<file path="config.mk">
export PLATFORM = sky130hd
export DESIGN_NAME = aes_round_key_store
export DESIGN_NICKNAME = d
export VERILOG_FILES = /design/src/rtl/aes_round_key_store.sv
export SDC_FILE = /design/constraint.sdc
export NUM_CORES = 1
export LEC_CHECK = 0
export BUFFER_PORTS_ARGS = -buffer_cell sky130_fd_sc_hd__buf_4
export CORE_MARGIN = 4
export CORE_UTILIZATION = 45
export CTS_BUF_LIST = sky130_fd_sc_hd__clkbuf_4
export CTS_CLUSTER_DIAMETER = 40
export DETAILED_ROUTE_END_ITERATION = 8
export PLACE_DENSITY_LB_ADDON = 0.15
export REMOVE_ABC_BUFFERS = 1
export SLEW_MARGIN = 0
export SYNTH_ARGS = -nofsm -noshare
export SYNTH_HDL_FRONTEND = slang
export SYNTH_SLANG_ARGS = --single-unit
</file>
<file path="constraint.sdc">
create_clock -name clk -period 5.1 [get_ports clk]
set_input_delay 0.51 -clock clk [delete_from_list [all_inputs] [get_ports clk]]
set_output_delay 0.51 -clock clk [all_outputs]
set_load 0.01 [all_outputs]
</file>
<file path="src/rtl/aes_round_key_store.sv">
// aes_round_key_store
// Collects the serial AES key-schedule byte stream (MSB first) into eleven
// 128-bit round keys and serves them through a registered read port. A
// per-slot valid mask gates reads, so the key storage itself is never cleared.
module aes_round_key_store #(
    parameter int NUM_ROUNDS = 11,
    parameter int BYTE_W     = 8,
    parameter int KEY_W      = 128
) (
    input  logic              clk,
    input  logic              rst,
    input  logic              start,
    input  logic              key_valid,
    input  logic [BYTE_W-1:0] key_byte,
    input  logic [3:0]        rd_round,
    output logic [KEY_W-1:0]  rd_key,
    output logic              keys_ready,
    output logic              busy,
    output logic [3:0]        wr_round
);

    localparam int         BYTES_PER_KEY = KEY_W / BYTE_W;
    localparam logic [3:0] LAST_BYTE     = 4'(BYTES_PER_KEY - 1);
    localparam logic [3:0] LAST_ROUND    = 4'(NUM_ROUNDS - 1);

    typedef enum logic [1:0] {
        IDLE,
        CAPTURE,
        READY
    } state_t;

    state_t state;
    state_t state_next;

    // Only the 15 bytes preceding the current one need to be held; the
    // 16th byte is taken straight from key_byte when the key is written.
    logic [KEY_W-BYTE_W-1:0] shift;
    logic [3:0]              byte_cnt;
    logic [NUM_ROUNDS-1:0]   valid;
    logic [KEY_W-1:0]        key_mem [NUM_ROUNDS];

    logic take_byte;
    logic key_done;
    logic last_key;
    logic rd_hit;

    // Decode this cycle's capture events; start always wins over key_valid.
    always_comb begin
        take_byte = (state == CAPTURE) && key_valid && !start;
        key_done  = take_byte && (byte_cnt == LAST_BYTE);
        last_key  = key_done && (wr_round == LAST_ROUND);
    end

    // State register.
    always_ff @(posedge clk or negedge rst) begin
        // NOTE: sequential state uses non-blocking assignments so every
        // register samples pre-edge values, regardless of block ordering.
        if (!rst) begin
            state <= IDLE;
        end else begin
            state <= state_next;
        end
    end

    // Next-state logic and state-decoded status outputs.
    always_comb begin
        // NOTE: every signal gets a default first so no path leaves it
        // unassigned, which would otherwise infer a latch.
        state_next = state;
        busy       = 1'b0;
        keys_ready = 1'b0;
        case (state)
            IDLE: begin
                if (start) state_next = CAPTURE;
            end
            CAPTURE: begin
                busy = 1'b1;
                if (start) begin
                    state_next = CAPTURE;
                end else if (last_key) begin
                    state_next = READY;
                end
            end
            READY: begin
                keys_ready = 1'b1;
                if (start) state_next = CAPTURE;
            end
            default: state_next = IDLE;
        endcase
    end

    // Byte assembly, write index and valid mask; start restarts from scratch.
    always_ff @(posedge clk or negedge rst) begin
        if (!rst) begin
            shift    <= '0;
            byte_cnt <= '0;
            wr_round <= '0;
            valid    <= '0;
        end else if (start) begin
            shift    <= '0;
            byte_cnt <= '0;
            wr_round <= '0;
            valid    <= '0;
        end else if (take_byte) begin
            shift <= {shift[KEY_W-2*BYTE_W-1:0], key_byte};
            if (key_done) begin
                byte_cnt        <= '0;
                valid[wr_round] <= 1'b1;
                // Saturate on the final slot so the index never wraps to 0.
                if (wr_round != LAST_ROUND) begin
                    wr_round <= wr_round + 4'd1;
                end
            end else begin
                byte_cnt <= byte_cnt + 4'd1;
            end
        end
    end

    // Key storage write on the 16th byte of each key.
    always_ff @(posedge clk) begin
        // NOTE: storage is deliberately not reset; the valid mask hides any
        // stale contents, and leaving it out lets the array map to RAM.
        if (key_done) begin
            key_mem[wr_round] <= {shift, key_byte};
        end
    end

    // A slot is readable only if in range and already captured before this edge.
    always_comb begin
        rd_hit = 1'b0;
        if (rd_round <= LAST_ROUND) begin
            rd_hit = valid[rd_round];
        end
    end

    // Registered read port, one-cycle latency.
    always_ff @(posedge clk or negedge rst) begin
        if (!rst) begin
            rd_key <= '0;
        end else if (rd_hit) begin
            rd_key <= key_mem[rd_round];
        end else begin
            rd_key <= '0;
        end
    end

endmodule

</file>
==> impl_metrics.tcl, run 1 <==
set metrics [dict create \
    relSlewSlack_pct 22.8 \
    power_uw 27600 \
    wl_um 153000 \
    globalplace.congestion 0.712 \
    use_met3_pct 4.49 \
    clkTransAtPathRegs_ps 60 \
    hold_viol_final 0 \
    worstSetupStartpointType "flip-flop" \
    grt_pass1_vias 35800 \
    fin_skew_ps 97.7 \
    max_freq_ghz 0.303 \
    die_w_um 382 \
    grt_use_met2_pct 34.0 \
    worst_slew_pin_slew_ps 1150 \
    avgRoutedWirePerCell_um 24.1 \
    ios 150 \
    vdd_ir_drop_max_uv 199 \
    nets 4138 \
    leakage_uw 0.0267 \
    final_cells 6358 \
    syn_avg_cell_area_um2 17.3 \
    cp_cell_sequence "ha_1 > nand3_1 > nor4_1 > nor2b_1 > and2_4 > buf_4" \
    drv_slew 0 \
    top_usage_layer "met2" \
    std_cell_rows 137 \
    ys_ff_latch 1677 \
    critPathMaxFanout 43 \
    core_region_area_mm2 0.139 \
    io_buffers 149 \
    hp-class "primary input to flip-flop" \
    antenna_left 0 \
    drc 0 \
    slowest_stage "and2_4" \
    grt_pass1_wl_um 230000 \
    via_per_inst 5.38 \
    maxCapViolCount 0 \
    fin_crit_sh_pct 64.7 \
    rsz0062_at_grt "false" \
    cts_tree "built" \
    grt_overflow 0 \
    seq_area_frac_synth_pct 77.7 \
    clock_latency_ps 1310 \
    fin_crit_ps 3300 \
    die_h_um 382 \
    initial_core_util_pct 45.3 \
    root_buffer "clkbuf_4" \
    antenna_found_initial 3 \
    slowest_delay_ps 810 \
    cts_buffers 442 \
    area_growth_pct 15.2 \
    die_area_mm2 0.146 \
    cp.required_ps 6010 \
    clock-sinks 1677 \
    status "completed" \
    arrival_ps 4210 \
    syn-instance-count 3644 \
    path_class "flip-flop to flip-flop" \
    track_usage_pct 21.1 \
    yosysWarnings 0 \
    drive_gt1_share_pct 25.5 \
    power_density_mw_per_mm2 379 \
    synth_cell_type_count 37 \
    dp_cells 5522 \
    cts.path.max_buffers 4 \
    num_vias 34200 \
    drt_iter0_drc 2716 \
    dp_hpwl_um 77700 \
    syn_area_mm2 0.0631 \
    grt_max_degree 131 \
    crit_path_end_kind "flip-flop" \
    drtPass1Iterations 6 \
    gr-usage-met1_pct 29.2 \
    finalSetupViolCount 0 \
    h-tree-depth 5 \
]
## cell type report
type                       instances  area (µm²)
timing repair buffer             259        2540
multi-input combinational       1732       12900
antenna                            3        7.51
sequential                      1677       49000
clock inverter                    66         315
fill                           11500       66700
tap                             1876        2350
clock buffer                     740        5560
inverter                           5        18.8
## metrics by stage
stage / instance area (µm²) / hold WS, ps / util (%) / setup TNS, ps / setup slack, ps
2_1_floorplan: 61900 / 214 / - / -2987910 / -2360
3_3_place_gp: 66500 / 476 / 47.7 / 0 / 1630
3_5_place_dp: 66500 / 481 / 47.7 / 0 / 1560
4_1_cts: 72700 / 71.4 / 52.2 / 0 / 1750
5_1_grt: 72700 / 141 / 52.2 / 0 / 1490
6_report: 72700 / 284 / 52.2 / 0 / 1800
## what timing repair did
action,CTS,global route
buffers inserted,0,0
resized for setup,0,0
hold endpoints to repair,574,0
hold buffers,27,0
## worst max-delay path, delay by kind of cell, from the launching register on
| kind | cells | cell delay [ps] |
|---|---|---|
| flops | 1 | 400 |
| fa+ha+maj | 1 | 220 |
| buf+inv | 1 | 390 |
| simple gates | 4 | 1960 |
## flip-flops by register name, summed over array words and instances (netlist names)
signal and cells:
byte_cnt 4, key_mem 1408, rd_key 128, shift 120, state 2, valid 11, wr_round 4
## cells by family (layout without fill, tap and decap cells)
| family | after synthesis | count (layout) | synth area share (%) |
|---|---|---|---|
| xor gates and xnor gates | 3 | 3 | 0.0417 |
| and+or+nand+nor | 552 | 552 | 3.42 |
| DFF | 1677 | 1677 | 77.7 |
| adders and majority gates | 5 | 5 | 0.0992 |
| muxes | 516 | 516 | 10.8 |
| other | 0 | 3 | 0 |
| buffers and inverters | 235 | 1070 | 1.95 |
| AOI/OAI and AO/OA | 656 | 656 | 6.04 |
## cells in the final DEF (no fill, tap or decap), types with 8 or more instances in the layout
master,netlist,layout
buf_12,3,38
dlygate4sd3_1,0,26
o21ai_0,188,188
mux2i_1,386,386
and2_4,0,8
nor2_1,17,17
clkinv_1,0,50
mux4_2,130,130
buf_4,33,188
edfxtp_1,1408,1408
a21oi_1,258,258
clkbuf_4,0,740
a21oi_2,8,8
o21ai_1,69,69
dfrtp_1,269,269
nand2_1,502,502
a221oi_1,128,128
## power by group
part,leakage [µW],switching (µW),internal [µW]
Clock,0.00356,5300,6590
Combinational,0.00610,609,317
Sequential,0.0170,44.9,14700
## final timing paths
| kind | start | to | slack [ps] | cells past startpoint |
|---|---|---|---|---|
| setup / recovery | byte_cnt[0]$_DFFE_PN0P_ | key_mem[0][113]$_DFFE_PP_ | 1800 | 6 |
| min in group asynchronous | rst | valid[9]$_DFFE_PN0P_ | 460 | 4 |
| hold / removal | rd_round[3] | rd_key[42]$_DFF_PN0_ | 280 | 4 |
| setup reg to reg | byte_cnt[0]$_DFFE_PN0P_ | key_mem[0][113]$_DFFE_PP_ | 1800 | 6 |
| max in group asynchronous | rst | rd_key[7]$_DFF_PN0_ | 3980 | 4 |
| hold reg to reg | valid[6]$_DFFE_PN0P_ | valid[6]$_DFFE_PN0P_ | 490 | 2 |
## synthesized netlist by cell type, drive strengths merged
cell	n	area share [%]
nor2b	6	0.059
nor3	2	0.016
nand2b	1	0.0099
nor4b	1	0.014
clkbuf	129	0.77
a211o	1	0.014
and3	6	0.059
o221a	1	0.018
a21oi	266	2.2
nand4	1	0.0099
or3	1	0.0099
o31a	2	0.028
edfxtp	1408	67
nand3	2	0.016
dfrtp	269	11
o21ai	257	2.0
nor4	2	0.020
nand3b	2	0.024
ha	5	0.099
mux4	130	4.6
a221oi	128	1.8
and2	8	0.079
nor2	17	0.10
inv	5	0.030
xor2	1	0.014
o31ai	1	0.012
xnor2	2	0.028
and3b	1	0.014
mux2i	386	6.1
buf	101	1.2
nand2	502	3.0
## layer usage
metal | vias to the layer above | routed length (µm)
met5 | - | 0
met4 | 0 | 2670
met3 | 202 | 8520
met2 | 1057 | 74000
met1 | 17600 | 68000
li1 | 15400 | -
Power figures use the tool's default switching activity.
==> inputs of run 2 (changes only) <==
Settings changed: ABC_AREA set to 1.
Clock period 5.1 ns to 3.4 ns, I/O delays scaled along.
==> impl_metrics.tcl, run 2 <==
set metrics [dict create \
    seqCellArea_mm2 0.0490 \
    cts_setup_buffers 0 \
    grt_overflow 0 \
    yosysMostFrequentCell "edfxtp_1" \
    cts.path.max_buffers 4 \
    initial_core_util_pct 45.4 \
    largest_reg_flops 1408 \
    drtPass1Iterations 5 \
    top_register "key_mem" \
    clkTransAtPathRegs_ps 60 \
    die_h_um 389 \
    worst_slack_ps 470 \
    rsz0062_at_grt "false" \
    std_cell_rows 139 \
    syn_avg_cell_area_um2 12.1 \
    layout_commonest_cell "edfxtp_1" \
    globalplace.congestion 0.761 \
    cpMostUsedCell "dlygate4sd3_1" \
    yosys-top-cells-area "edfxtp_1 65%, dfrtp_1 10%, nand2_1 6.1%, nand3_1 4.7%, nor2_1 3.8%" \
    grt_pass1_vias 42300 \
    antenna_found_initial 7 \
    power_density_mw_per_mm2 558 \
    critPathMaxFanout 133 \
    drv_slew 0 \
    critical_path.top_delay_family "buffers and inverters" \
    cp.required_ps 4640 \
    finalSetupViolCount 0 \
    root_buffer "clkbuf_4" \
    hold_viol_final 0 \
    top_regs "key_mem (1408), rd_key (128), shift (120)" \
    syn_area_mm2 0.0653 \
    clock_latency_ps 1350 \
    cts_tree "built" \
    final_cell_mix "1,408 x edfxtp_1, 1,058 x nand2_1, 682 x clkbuf_4" \
    synth_cell_type_count 30 \
    drive_gt1_share_pct 16.3 \
    yosysWarnings 0 \
    fin_skew_ps 114 \
    dp_hpwl_um 84700 \
    crit_path_end_kind "flip-flop" \
    setup_tns_ps 0 \
    nets 5860 \
    maxCapViolCount 0 \
    seq_area_frac_synth_pct 75.0 \
    track_usage_pct 23.1 \
    area_growth_pct 14.9 \
    synth_common_cells "1,408 x edfxtp_1, 1,060 x nand2_1, 663 x nor2_1" \
    max_freq_ghz 0.341 \
    drt_iter0_drc 3536 \
    num_vias 42500 \
    async_flop_share_pct 16.0 \
    arrival_ps 4180 \
    ys_ff_latch 1677 \
    io_buffers 149 \
    fin_crit_sh_pct 86.2 \
    cp_cell_sequence "dlygate4sd3_1 > buf_8 > inv_8 > o21ai_0 > o211ai_1 > dlygate4sd3_1 > nand2_1 > dlygate4sd3_1 > nor2_1 > dlygate4sd3_1" \
    die_area_mm2 0.151 \
    avgRoutedWirePerCell_um 21.6 \
    die_w_um 389 \
    hp-class "primary input to flip-flop" \
    whs_ps 156 \
    vdd_ir_drop_max_uv 252 \
    grt_pass1_wl_um 264000 \
    via_per_inst 5.24 \
    synthFlopType "edfxtp_1" \
    drc 0 \
    ios 150 \
    synth_edf_count 1408 \
    core_region_area_mm2 0.144 \
    path_class "primary input to flip-flop" \
    slowest_delay_ps 670 \
    pre_cts_ws_ps 790 \
    worst_slew_pin_slew_ps 1010 \
    antenna_left 0 \
    worstSetupStartpointType "primary input" \
    grt_max_degree 134 \
    status "completed" \
    final_util_pct 52.2 \
    leakage_uw 0.0297 \
    nFillCells 12600 \
    cts_buffers 444 \
    fin_crit_ps 2930 \
    wl_um 175000 \
    worst-path-buf-inv 6 \
    multiInputGateArea_mm2 0.0131 \
    slowest_stage "inv_8" \
    synth_top_area_share_pct 64.7 \
    syn-instance-count 5418 \
    synth_top_area_cell "edfxtp_1" \
    clock-sinks 1677 \
    h-tree-depth 5 \
    relSlewSlack_pct 32.6 \
]
## run 2: cell types whose count changed after synthesis, sizes merged, moves of 73 or more
cell    change
nor2      +650
a21oi     -217
nand3     +610
nand4      +73
mux2i     -386
a221oi    -128
o22ai     +105
nand2     +559
mux4      -130
inv       +496
buf        +82
o211ai     +88
## run 2: metrics by stage
stage          std cells  area [µm²]  total power, µW
6_report            8107       75100            41900
5_1_grt             8107       75100            43800
4_1_cts             8104       75100            42400
3_5_place_dp        7259       69000            24700
3_3_place_gp        7259       69000            24700
2_1_floorplan       5108       63900            23700
## run 2: repair_timing
item / 4_1_cts / 5_1_grt
setup endpoints to repair: 0 / 1
hold endpoints to repair: 713 / 0
gates resized for setup: 0 / 0
hold buffers: 38 / 0
## run 2: power breakdown
| group | switching, µW | internal (µW) | leakage, µW | total, µW |
|---|---|---|---|---|
| Clock | 8100 | 9490 | 0.00345 | 17600 |
| Combinational | 1440 | 605 | 0.00963 | 2050 |
| Sequential | 103 | 22200 | 0.0166 | 22300 |
| Total | 9650 | 32300 | 0.0297 | 41900 |
## run 2: worst register-to-register path, delay by kind of cell, from the launching register on
kind / cells / cell delay [ps]
buffers and inverters: 2 / 870
AND/OR/NAND/NOR: 4 / 860
flip-flops: 1 / 400
## run 2: routing by layer
| metal | vias to the layer above | track usage (%) | wire (µm) |
|---|---|---|---|
| li1 | 19800 | - | - |
| met4 | 2 | 6.89 | 3050 |
| met3 | 243 | 5.10 | 12400 |
| met2 | 1499 | 36.8 | 82500 |
| met1 | 21000 | 32.2 | 77000 |
| met5 | - | 0 | 11 |
## run 2: cell type report
type	count	area share, %
multi-input cells	2929	17.5
repair buffers	285	3.85
well taps	1903	3.17
flip-flops and latches	1677	65.3
diodes	4	0.0133
clock inverters	125	0.836
inverters	502	2.56
clock buffers	682	6.82
## run 2: final timing paths
kind / start / endpoint / slack (ps) / depth (start not counted)
setup reg to reg: state[1]$_DFFE_PN0P_ / key_mem[5][69]$_DFFE_PP_ / 690 / 6
min in group asynchronous: rst / shift[88]$_DFFE_PN0P_ / 630 / 5
hold reg to reg: valid[10]$_DFFE_PN0P_ / valid[10]$_DFFE_PN0P_ / 500 / 2
setup / recovery: rd_round[1] / rd_key[51]$_DFF_PN0_ / 470 / 10
hold / removal: rd_round[2] / rd_key[41]$_DFF_PN0_ / 160 / 6
max in group asynchronous: rst / rd_key[45]$_DFF_PN0_ / 1790 / 6
## run 2: cell families after synthesis
kind of cell	Yosys count	synth area share (%)
AO/OA/AOI/OAI	469	4.14
XOR/XNOR	3	0.0402
adder cells (fa/ha/maj)	5	0.0957
buffers and inverters	812	5.03
flip-flops	1677	75.0
AND/OR/NAND/NOR	2452	15.7
